==> config.mk <==
export PLATFORM = sky130hd
export DESIGN_NAME = r200_fwd_ctrl
export DESIGN_NICKNAME = d
export VERILOG_FILES = /design/src/rtl/r200_fwd_ctrl.sv
export SDC_FILE = /design/constraint.sdc
export NUM_CORES = 1
export LEC_CHECK = 0
export BUFFER_PORTS_ARGS = -buffer_cell sky130_fd_sc_hd__buf_2
export CAP_MARGIN = 20
export CORE_ASPECT_RATIO = 0.7
export CORE_UTILIZATION = 58
export DETAILED_ROUTE_END_ITERATION = 12
export HOLD_SLACK_MARGIN = 0.06
export PLACE_DENSITY = 0.87
export SYNTH_ARGS = -nofsm -noshare
export SYNTH_HDL_FRONTEND = slang
export SYNTH_SLANG_ARGS = --single-unit
==> constraint.sdc <==
create_clock -name clk -period 4.2 [get_ports clk]
set_input_delay 0.84 -clock clk [delete_from_list [all_inputs] [get_ports clk]]
set_output_delay 0.84 -clock clk [all_outputs]
set_load 0.01 [all_outputs]
==> src/rtl/r200_fwd_ctrl.sv <==
// r200_fwd_ctrl: forwarding and hazard controller for the r200 pipeline.
// A small scoreboard follows every in-flight destination write through the
// post-ID stages (slot 0 = EX ... slot FWD_STAGES-1 = WB). From it the block
// derives the ID operand forwarding selects, load-use and multi-cycle stalls,
// the ID flush on redirect, and a saturating count of front-end stall cycles.
module r200_fwd_ctrl #(
    parameter int FWD_STAGES = 3,
    parameter int RADDR_W    = 5,
    parameter int LOAD_LAT   = 1,
    parameter int CNT_W      = 16,
    localparam int SEL_W     = $clog2(FWD_STAGES + 1)
) (
    input  logic               clk,
    input  logic               rst,
    input  logic               i_id_valid,
    input  logic [RADDR_W-1:0] i_id_rs1,
    input  logic [RADDR_W-1:0] i_id_rs2,
    input  logic               i_id_rs1_used,
    input  logic               i_id_rs2_used,
    input  logic [RADDR_W-1:0] i_id_rd,
    input  logic               i_id_regwr,
    input  logic               i_id_isload,
    input  logic               i_id_mc,
    input  logic               i_ex_mc_done,
    input  logic               i_redirect,
    output logic [SEL_W-1:0]   o_rs1_fwdsel,
    output logic [SEL_W-1:0]   o_rs2_fwdsel,
    output logic               o_stall_fe,
    output logic               o_bubble_ex,
    output logic               o_flush_id,
    output logic [CNT_W-1:0]   o_stall_cnt
);

    // Scoreboard slot fields. The multi-cycle attribute is only relevant
    // while the op sits in EX, so it is held in r_mc_busy rather than being
    // carried down the slots.
    logic [FWD_STAGES-1:0] r_valid;
    logic [FWD_STAGES-1:0] r_regwr;
    logic [FWD_STAGES-1:0] r_isload;
    logic [RADDR_W-1:0]    r_rd [FWD_STAGES];
    logic                  r_mc_busy;
    logic [CNT_W-1:0]      r_stall_cnt;

    logic [FWD_STAGES-1:0] w_match1;
    logic [FWD_STAGES-1:0] w_match2;
    logic [SEL_W-1:0]      w_sel1;
    logic [SEL_W-1:0]      w_sel2;
    logic                  w_lu1;
    logic                  w_lu2;
    logic                  w_lu_stall;
    logic                  w_mc_stall;
    logic                  w_stall_fe;
    logic                  w_bubble_ex;
    logic                  w_issue;

    // Per-slot match against each ID source; x0 and unread operands never match.
    generate
        for (genvar gi = 0; gi < FWD_STAGES; gi++) begin : g_match
            assign w_match1[gi] = r_valid[gi] & r_regwr[gi] & (r_rd[gi] == i_id_rs1)
                                & (i_id_rs1 != '0) & i_id_rs1_used;
            assign w_match2[gi] = r_valid[gi] & r_regwr[gi] & (r_rd[gi] == i_id_rs2)
                                & (i_id_rs2 != '0) & i_id_rs2_used;
        end
    endgenerate

    // Youngest-match priority select for rs1: scan oldest to youngest so the
    // lowest matching slot is the one left standing.
    always_comb begin
        w_sel1 = '0;
        w_lu1  = 1'b0;
        for (int k = FWD_STAGES - 1; k >= 0; k--) begin
            if (w_match1[k]) begin
                w_sel1 = SEL_W'(k + 1);
                w_lu1  = r_isload[k] & (k < LOAD_LAT);
            end
        end
    end

    // Youngest-match priority select for rs2, same scheme as rs1.
    always_comb begin
        w_sel2 = '0;
        w_lu2  = 1'b0;
        for (int k = FWD_STAGES - 1; k >= 0; k--) begin
            if (w_match2[k]) begin
                w_sel2 = SEL_W'(k + 1);
                w_lu2  = r_isload[k] & (k < LOAD_LAT);
            end
        end
    end

    // Hazard combine. A redirect flushes ID, so it must not also hold the
    // front end for a load-use on the instruction being killed.
    assign w_lu_stall  = w_lu1 | w_lu2;
    assign w_mc_stall  = r_mc_busy & ~i_ex_mc_done;
    assign w_stall_fe  = i_id_valid & ((w_lu_stall & ~i_redirect) | w_mc_stall);
    assign w_bubble_ex = w_lu_stall | i_redirect;
    assign w_issue     = i_id_valid & ~w_bubble_ex;

    assign o_rs1_fwdsel = w_sel1;
    assign o_rs2_fwdsel = w_sel2;
    assign o_stall_fe   = w_stall_fe;
    assign o_bubble_ex  = w_bubble_ex;
    assign o_flush_id   = i_redirect;
    assign o_stall_cnt  = r_stall_cnt;

    // Scoreboard advance. While a multi-cycle op occupies EX, slot 0 holds it,
    // slot 1 receives a bubble and the older slots keep draining.
    always_ff @(posedge clk or posedge rst) begin
        if (rst) begin
            r_valid  <= '0;
            r_regwr  <= '0;
            r_isload <= '0;
            for (int k = 0; k < FWD_STAGES; k++) begin
                r_rd[k] <= '0;
            end
        end else begin
            for (int k = 1; k < FWD_STAGES; k++) begin
                if (w_mc_stall && k == 1) begin
                    r_valid[k] <= 1'b0;
                end else begin
                    r_valid[k] <= r_valid[k-1];
                end
                r_regwr[k]  <= r_regwr[k-1];
                r_isload[k] <= r_isload[k-1];
                r_rd[k]     <= r_rd[k-1];
            end
            if (!w_mc_stall) begin
                r_valid[0]  <= w_issue;
                r_regwr[0]  <= i_id_regwr;
                r_isload[0] <= i_id_isload;
                r_rd[0]     <= i_id_rd;
            end
        end
    end

    // Multi-cycle busy flag: raised when an mc op enters EX, dropped on done.
    always_ff @(posedge clk or posedge rst) begin
        if (rst) begin
            r_mc_busy <= 1'b0;
        end else if (w_issue && i_id_mc && !w_mc_stall) begin
            r_mc_busy <= 1'b1;
        end else if (i_ex_mc_done) begin
            r_mc_busy <= 1'b0;
        end
    end

    // Saturating count of cycles the front end was held.
    always_ff @(posedge clk or posedge rst) begin
        if (rst) begin
            r_stall_cnt <= '0;
        end else if (w_stall_fe && (r_stall_cnt != '1)) begin
            r_stall_cnt <= r_stall_cnt + 1'b1;
        end
    end

endmodule

=== Word level (Yosys, flattened, before mapping) ===
Cells that the tools add are included.

* Add/subtract/negate cells: 1
* Multipliers: 0
* Divide/modulo/power cells: 0
* Magnitude comparators: 0
* Equal/unequal tests: 7
* Shifts and indexed selects: 0
* Multiplexer cells: 11
* Bitwise logic cells: 31
* Reductions and logical operators: 7

{| class="wikitable"
|+ Operators by type and width
! kind !! count
|-
| == test 5 bit || 6
|-
| AND 1 bit || 25
|-
| adder 16 x 1 -> 16 bit (second input constant) || 1
|-
| != test 16 bit (second input constant) || 1
|-
| two-way mux 2 bit || 6
|-
| nonzero test 5 bit || 2
|-
| two-way mux 1 bit || 5
|-
| logical AND 1 bit || 3
|-
| NOT 1 bit || 3
|-
| bitwise OR 1 bit || 3
|-
| nonzero test 2 bit || 1
|-
| zero test 1 bit || 1
|}

* Bits in registers: 39
* Latch bits: 0
* RAM bits: 0
* ROM bits: 0
* Bits of input ports: 25
* Output and inout bits: 23
* Logic and storage cells: 67
* Memories: 0

=== Logic depth before layout (Yosys ltp) ===
* Depth after elaboration: 12
* Depth in mapped cells: 7
* Mapped depth without buffers: 6

=== Worst setup path after synthesis ===
Ideal clock, no wire load.

* Path type: input port to output port
* Start point: input port i_id_rs1[0]
* End point: output port o_stall_fe
* Arrival time: 2.155 ns
* Slack: 1.205 ns
* Stages: 6
* Path buffers: 1
* Cells stage by stage: or4_1 o21ai_2 nor3_2 o2111ai_4 buf_8 nand2_1

* Word-level cells in the longest chain between the ends: 9

{| class="wikitable"
|+ RTL lines
! item !! RTL line !! text
|-
| from (decl) || 16 || <nowiki>input logic [RADDR_W-1:0] i_id_rs1,</nowiki>
|-
| == test 5 bit || 59 || <nowiki>assign w_match1[gi] = r_valid[gi] & r_regwr[gi] & (r_rd[gi] == i_id_rs1)</nowiki>
|-
| AND 1 bit || 59 ||
|-
| AND 1 bit * (2 in a row) || 60 || <nowiki>& (i_id_rs1 != '0) & i_id_rs1_used;</nowiki>
|-
| two-way mux 1 bit * || 72 || <nowiki>if (w_match1[k]) begin</nowiki>
|-
| bitwise OR 1 bit * || 93 || <nowiki>assign w_lu_stall = w_lu1 | w_lu2;</nowiki>
|-
| AND 1 bit * || 95 || <nowiki>assign w_stall_fe = i_id_valid & ((w_lu_stall & ~i_redirect) | w_mc_stall);</nowiki>
|-
| bitwise OR 1 bit * || 95 ||
|-
| AND 1 bit * || 95 ||
|-
| to (decl) || 28 || <nowiki>output logic o_stall_fe,</nowiki>
|}

Every way passes the cells marked *; elsewhere a longest branch is shown, timed or not.

=== Worst setup path after layout ===
* Start point: input port i_id_rs2[0]
* End point: output port o_stall_fe

* Word-level cells in the longest chain between the ends: 9

{| class="wikitable"
|+ RTL lines
! item !! RTL line !! text
|-
| from (decl) || 17 || <nowiki>input logic [RADDR_W-1:0] i_id_rs2,</nowiki>
|-
| == test 5 bit || 61 || <nowiki>assign w_match2[gi] = r_valid[gi] & r_regwr[gi] & (r_rd[gi] == i_id_rs2)</nowiki>
|-
| AND 1 bit || 61 ||
|-
| AND 1 bit * (2 in a row) || 62 || <nowiki>& (i_id_rs2 != '0) & i_id_rs2_used;</nowiki>
|-
| two-way mux 1 bit * || 84 || <nowiki>if (w_match2[k]) begin</nowiki>
|-
| bitwise OR 1 bit * || 93 ||
|-
| AND 1 bit * || 95 ||
|-
| bitwise OR 1 bit * || 95 ||
|-
| AND 1 bit * || 95 ||
|}

Marks and branches as above.

==> flow_metrics.py <==
metrics = {
    "routing": {
        "post_drt_wl_per_cell_um": 15.7,
        "wirelength_um": 4530,
        "drt_iter0_drc": 132,
        "vias": 1573,
        "drt-pass1-iter-count": 4,
        "drc": 0,
        "antenna_left": 0,
        "avgViaCountPerCell": 5.46,
    },
    "final_layout": {
        "syn2layout_area_growth_pct": 17.3,
        "final-seq-area_um2": 976,
        "finalNetCount": 267,
        "drive_gt1_share_pct": 29.5,
        "n_fill_cell": 230,
        "antenna_cells": 0,
        "multi_input_area_mm2": 0.00105,
    },
    "global_routing": {
        "grt_pass1_vias": 1437,
        "grt_max_degree": 40,
        "track_usage_pct": 27.0,
        "grt_first_pass_wirelength_um": 7280,
        "antenna_found_initial": 0,
        "grt-ovfl-total": 0,
    },
    "die": {
        "fp-row-count": 17,
        "start_util_pct": 63.5,
        "core_area_mm2": 0.00330,
        "die-area_mm2": 0.00385,
        "boundaryPins": 48,
        "chipHeight_um": 52.2,
        "fp.dieW_um": 73.8,
    },
    "synthesis": {
        "synth_top_cells_by_area": "dfrtp_1, xnor2_1, xor2_1",
        "syn_inst": 189,
        "syn_nets": 215,
        "ys_seq_area_share_pct": 46.7,
        "syn-mean-instance-area_um2": 11.1,
        "yosys_warnings": 0,
        "ys_ff_latch": 39,
        "yosys.area.top_type": "dfrtp_1",
        "syn_area_mm2": 0.00209,
        "ys_types": 33,
        "synth_top_cell_area_share_pct": 46.7,
    },
    "sta": {
        "tightest_slew_ns": 0.580,
        "setup_ws_ns": 1.08,
        "hold_viol_final": 0,
        "max-slew-margin-rel_pct": 61.3,
        "setup_violations": 0,
        "fin_skew_ns": 0.00483,
        "rsz0062_at_grt": "false",
        "period_minus_slack_ns": 3.12,
        "setup_tns_ns": 0,
        "fmax_ghz": 0.321,
        "drv_slew": 0,
        "fin_crit_sh_pct": 74.2,
    },
    "setup_path": {
        "end_kind": "primary output",
        "crit_arrival_ns": 2.28,
        "regToRegSetupSlack_ns": 1.87,
        "worstSetupPathType": "in2out",
        "startpoint_type": "input pin",
        "crit_fanout": 4,
        "required_ns": 3.36,
    },
    "placement": {
        "gp_congestion": 0.895,
        "dpl.hpwl_um": 3480,
        "place_ws_ns": 1.10,
        "portBuffers": 47,
    },
    "clocking": {
        "path_clk_slew_ns": 0.07,
        "cts_sinks": 39,
        "postCtsSetupBuffers": 0,
        "cts_hold_buf": 0,
        "cts.htree.levels": 2,
        "worstSkewPairLatency_ns": 0.29,
        "cts_buffers": 5,
        "cts.path.max_buffers": 2,
        "clock-root-buffer": "clkbuf_8",
        "cts_tree": "built",
        "post_cts_resize_count": 0,
    },
    "run": {
        "maxCapViolations": 0,
    },
    "power": {
        "combPwrFrac_pct": 16.8,
        "p_leak_nw": 1.17,
        "p_sw_share_pct": 29.5,
        "power_density_mw_per_mm2": 343,
        "p_sw_mw": 0.248,
        "p_int_mw": 0.593,
        "power_frac_seq_pct": 54.0,
        "ir_worst_vdd_v": 0.000315,
        "clkPwrFrac_pct": 29.1,
    },
    "hold_path": {
        "hp-class": "reg2reg",
    },
    "status": {
        "status": "finished clean",
    },
}
[final timing paths]
check / startpoint / endpoint / depth (start not counted)
worst min-delay path: r_regwr[1]$_DFF_PP0_ / r_regwr[2]$_DFF_PP0_ / 0
max in group asynchronous: rst / r_rd[1]$_DFF_PP0_ / 3
worst max-delay path: i_id_rs2[0] / o_stall_fe / 7
worst min register to register: r_regwr[1]$_DFF_PP0_ / r_regwr[2]$_DFF_PP0_ / 0
worst max register to register: r_rd[10]$_DFFE_PP0N_ / o_stall_cnt[14]$_DFFE_PP0P_ / 7
min in group asynchronous: rst / r_rd[0]$_DFF_PP0_ / 3
[power by group through the flow]
stage	Sequential (mW)	Clock [mW]	Combinational (mW)
6_report	0.454	0.245	0.142
3_3_place_gp	0.462	0	0.139
3_5_place_dp	0.461	0	0.143
2_1_floorplan	0.458	0	0.0843
4_1_cts	0.454	0.250	0.143
5_1_grt	0.460	0.262	0.155
[kinds of logic after synthesis]
family                   count (synthesis)  synth area share, %
XOR/XNOR                                44                 18.4
adder cells (fa/ha/maj)                  1                0.598
AO/OA/AOI/OAI                           22                 12.0
multiplexers                             3                 1.97
flip-flops                              39                 46.7
AND/OR/NAND/NOR                         69                 17.1
buffers and inverters                   11                 3.23
[cell usage after synthesis, drive strengths merged]
cell and count:
xnor2 27, o21ai 3, dfrtp 39, ha 1, nand2b 4, nor2b 2, or4 5, nor3 3
nor4 1, nand4 8, xor2 17, and2 1, and3 4, a21oi 2, clkbuf 2, buf 4
a2111oi 8, o2111ai 1, nand2 33, mux2 3, inv 5, nand3 7, a211oi 6, or3 1
a21o 2
[layer usage]
layer / share of wire (%) / vias to the layer above / track usage (%)
met5: 0 / - / 0
li1: - / 762 / -
met2: 41 / 57 / 34.7
met4: 0.64 / 0 / 6.73
met3: 7.2 / 4 / 8.46
met1: 51 / 750 / 43.2
[cell usage in the layout, fill, tap and decap left out, drive strengths merged, types with 2 or more instances in the layout]
cell type  count
buf           51
dfrtp         39
nand2         33
xnor2         27
xor2          17
nand4          8
a2111oi        8
nand3          7
a211oi         6
or4            5
inv            5
clkbuf         5
and3           4
nand2b         4
nor3           3
o21ai          3
mux2           3
nor2b          2
a21o           2
a21oi          2
clkinv         2
[state kept, by name (all words and copies together), names as in the netlist]
name and flops:
r_valid 3, r_regwr 3, o_stall_cnt 16, r_mc_busy 1
r_rd 15, r_isload 1
[through the flow]
stage / util (%) / instances / total power [mW] / instance area [µm²] / hold WS [ns]
finish: 74.4 / 288 / 0.841 / 2450 / 0.380
detailed placement: 71.6 / 280 / 0.604 / 2360 / 0.362
global placement: 71.6 / 280 / 0.600 / 2360 / 0.358
CTS: 74.1 / 287 / 0.847 / 2440 / 0.380
global route: 74.4 / 288 / 0.877 / 2450 / 0.395
floorplan: - / 189 / 0.542 / 2090 / 0.354
[final cells by class]
cell class / instances / area share (%)
Tap cell: 47 / 2.40
Timing Repair Buffer: 51 / 11.0
Clock buffer: 5 / 2.80
Inverter: 5 / 0.765
Multi-Input combinational cell: 139 / 42.7
Sequential cell: 39 / 39.8
Clock inverter: 2 / 0.561
[critical path, stage by stage]
cell	delay (ns)
buf_2	0.13
or4_1	0.55
o21ai_2	0.19
nor3_2	0.11
o2111ai_4	0.21
nand2_1	0.09
buf_2	0.15
(Power assumes the default switching activity.)
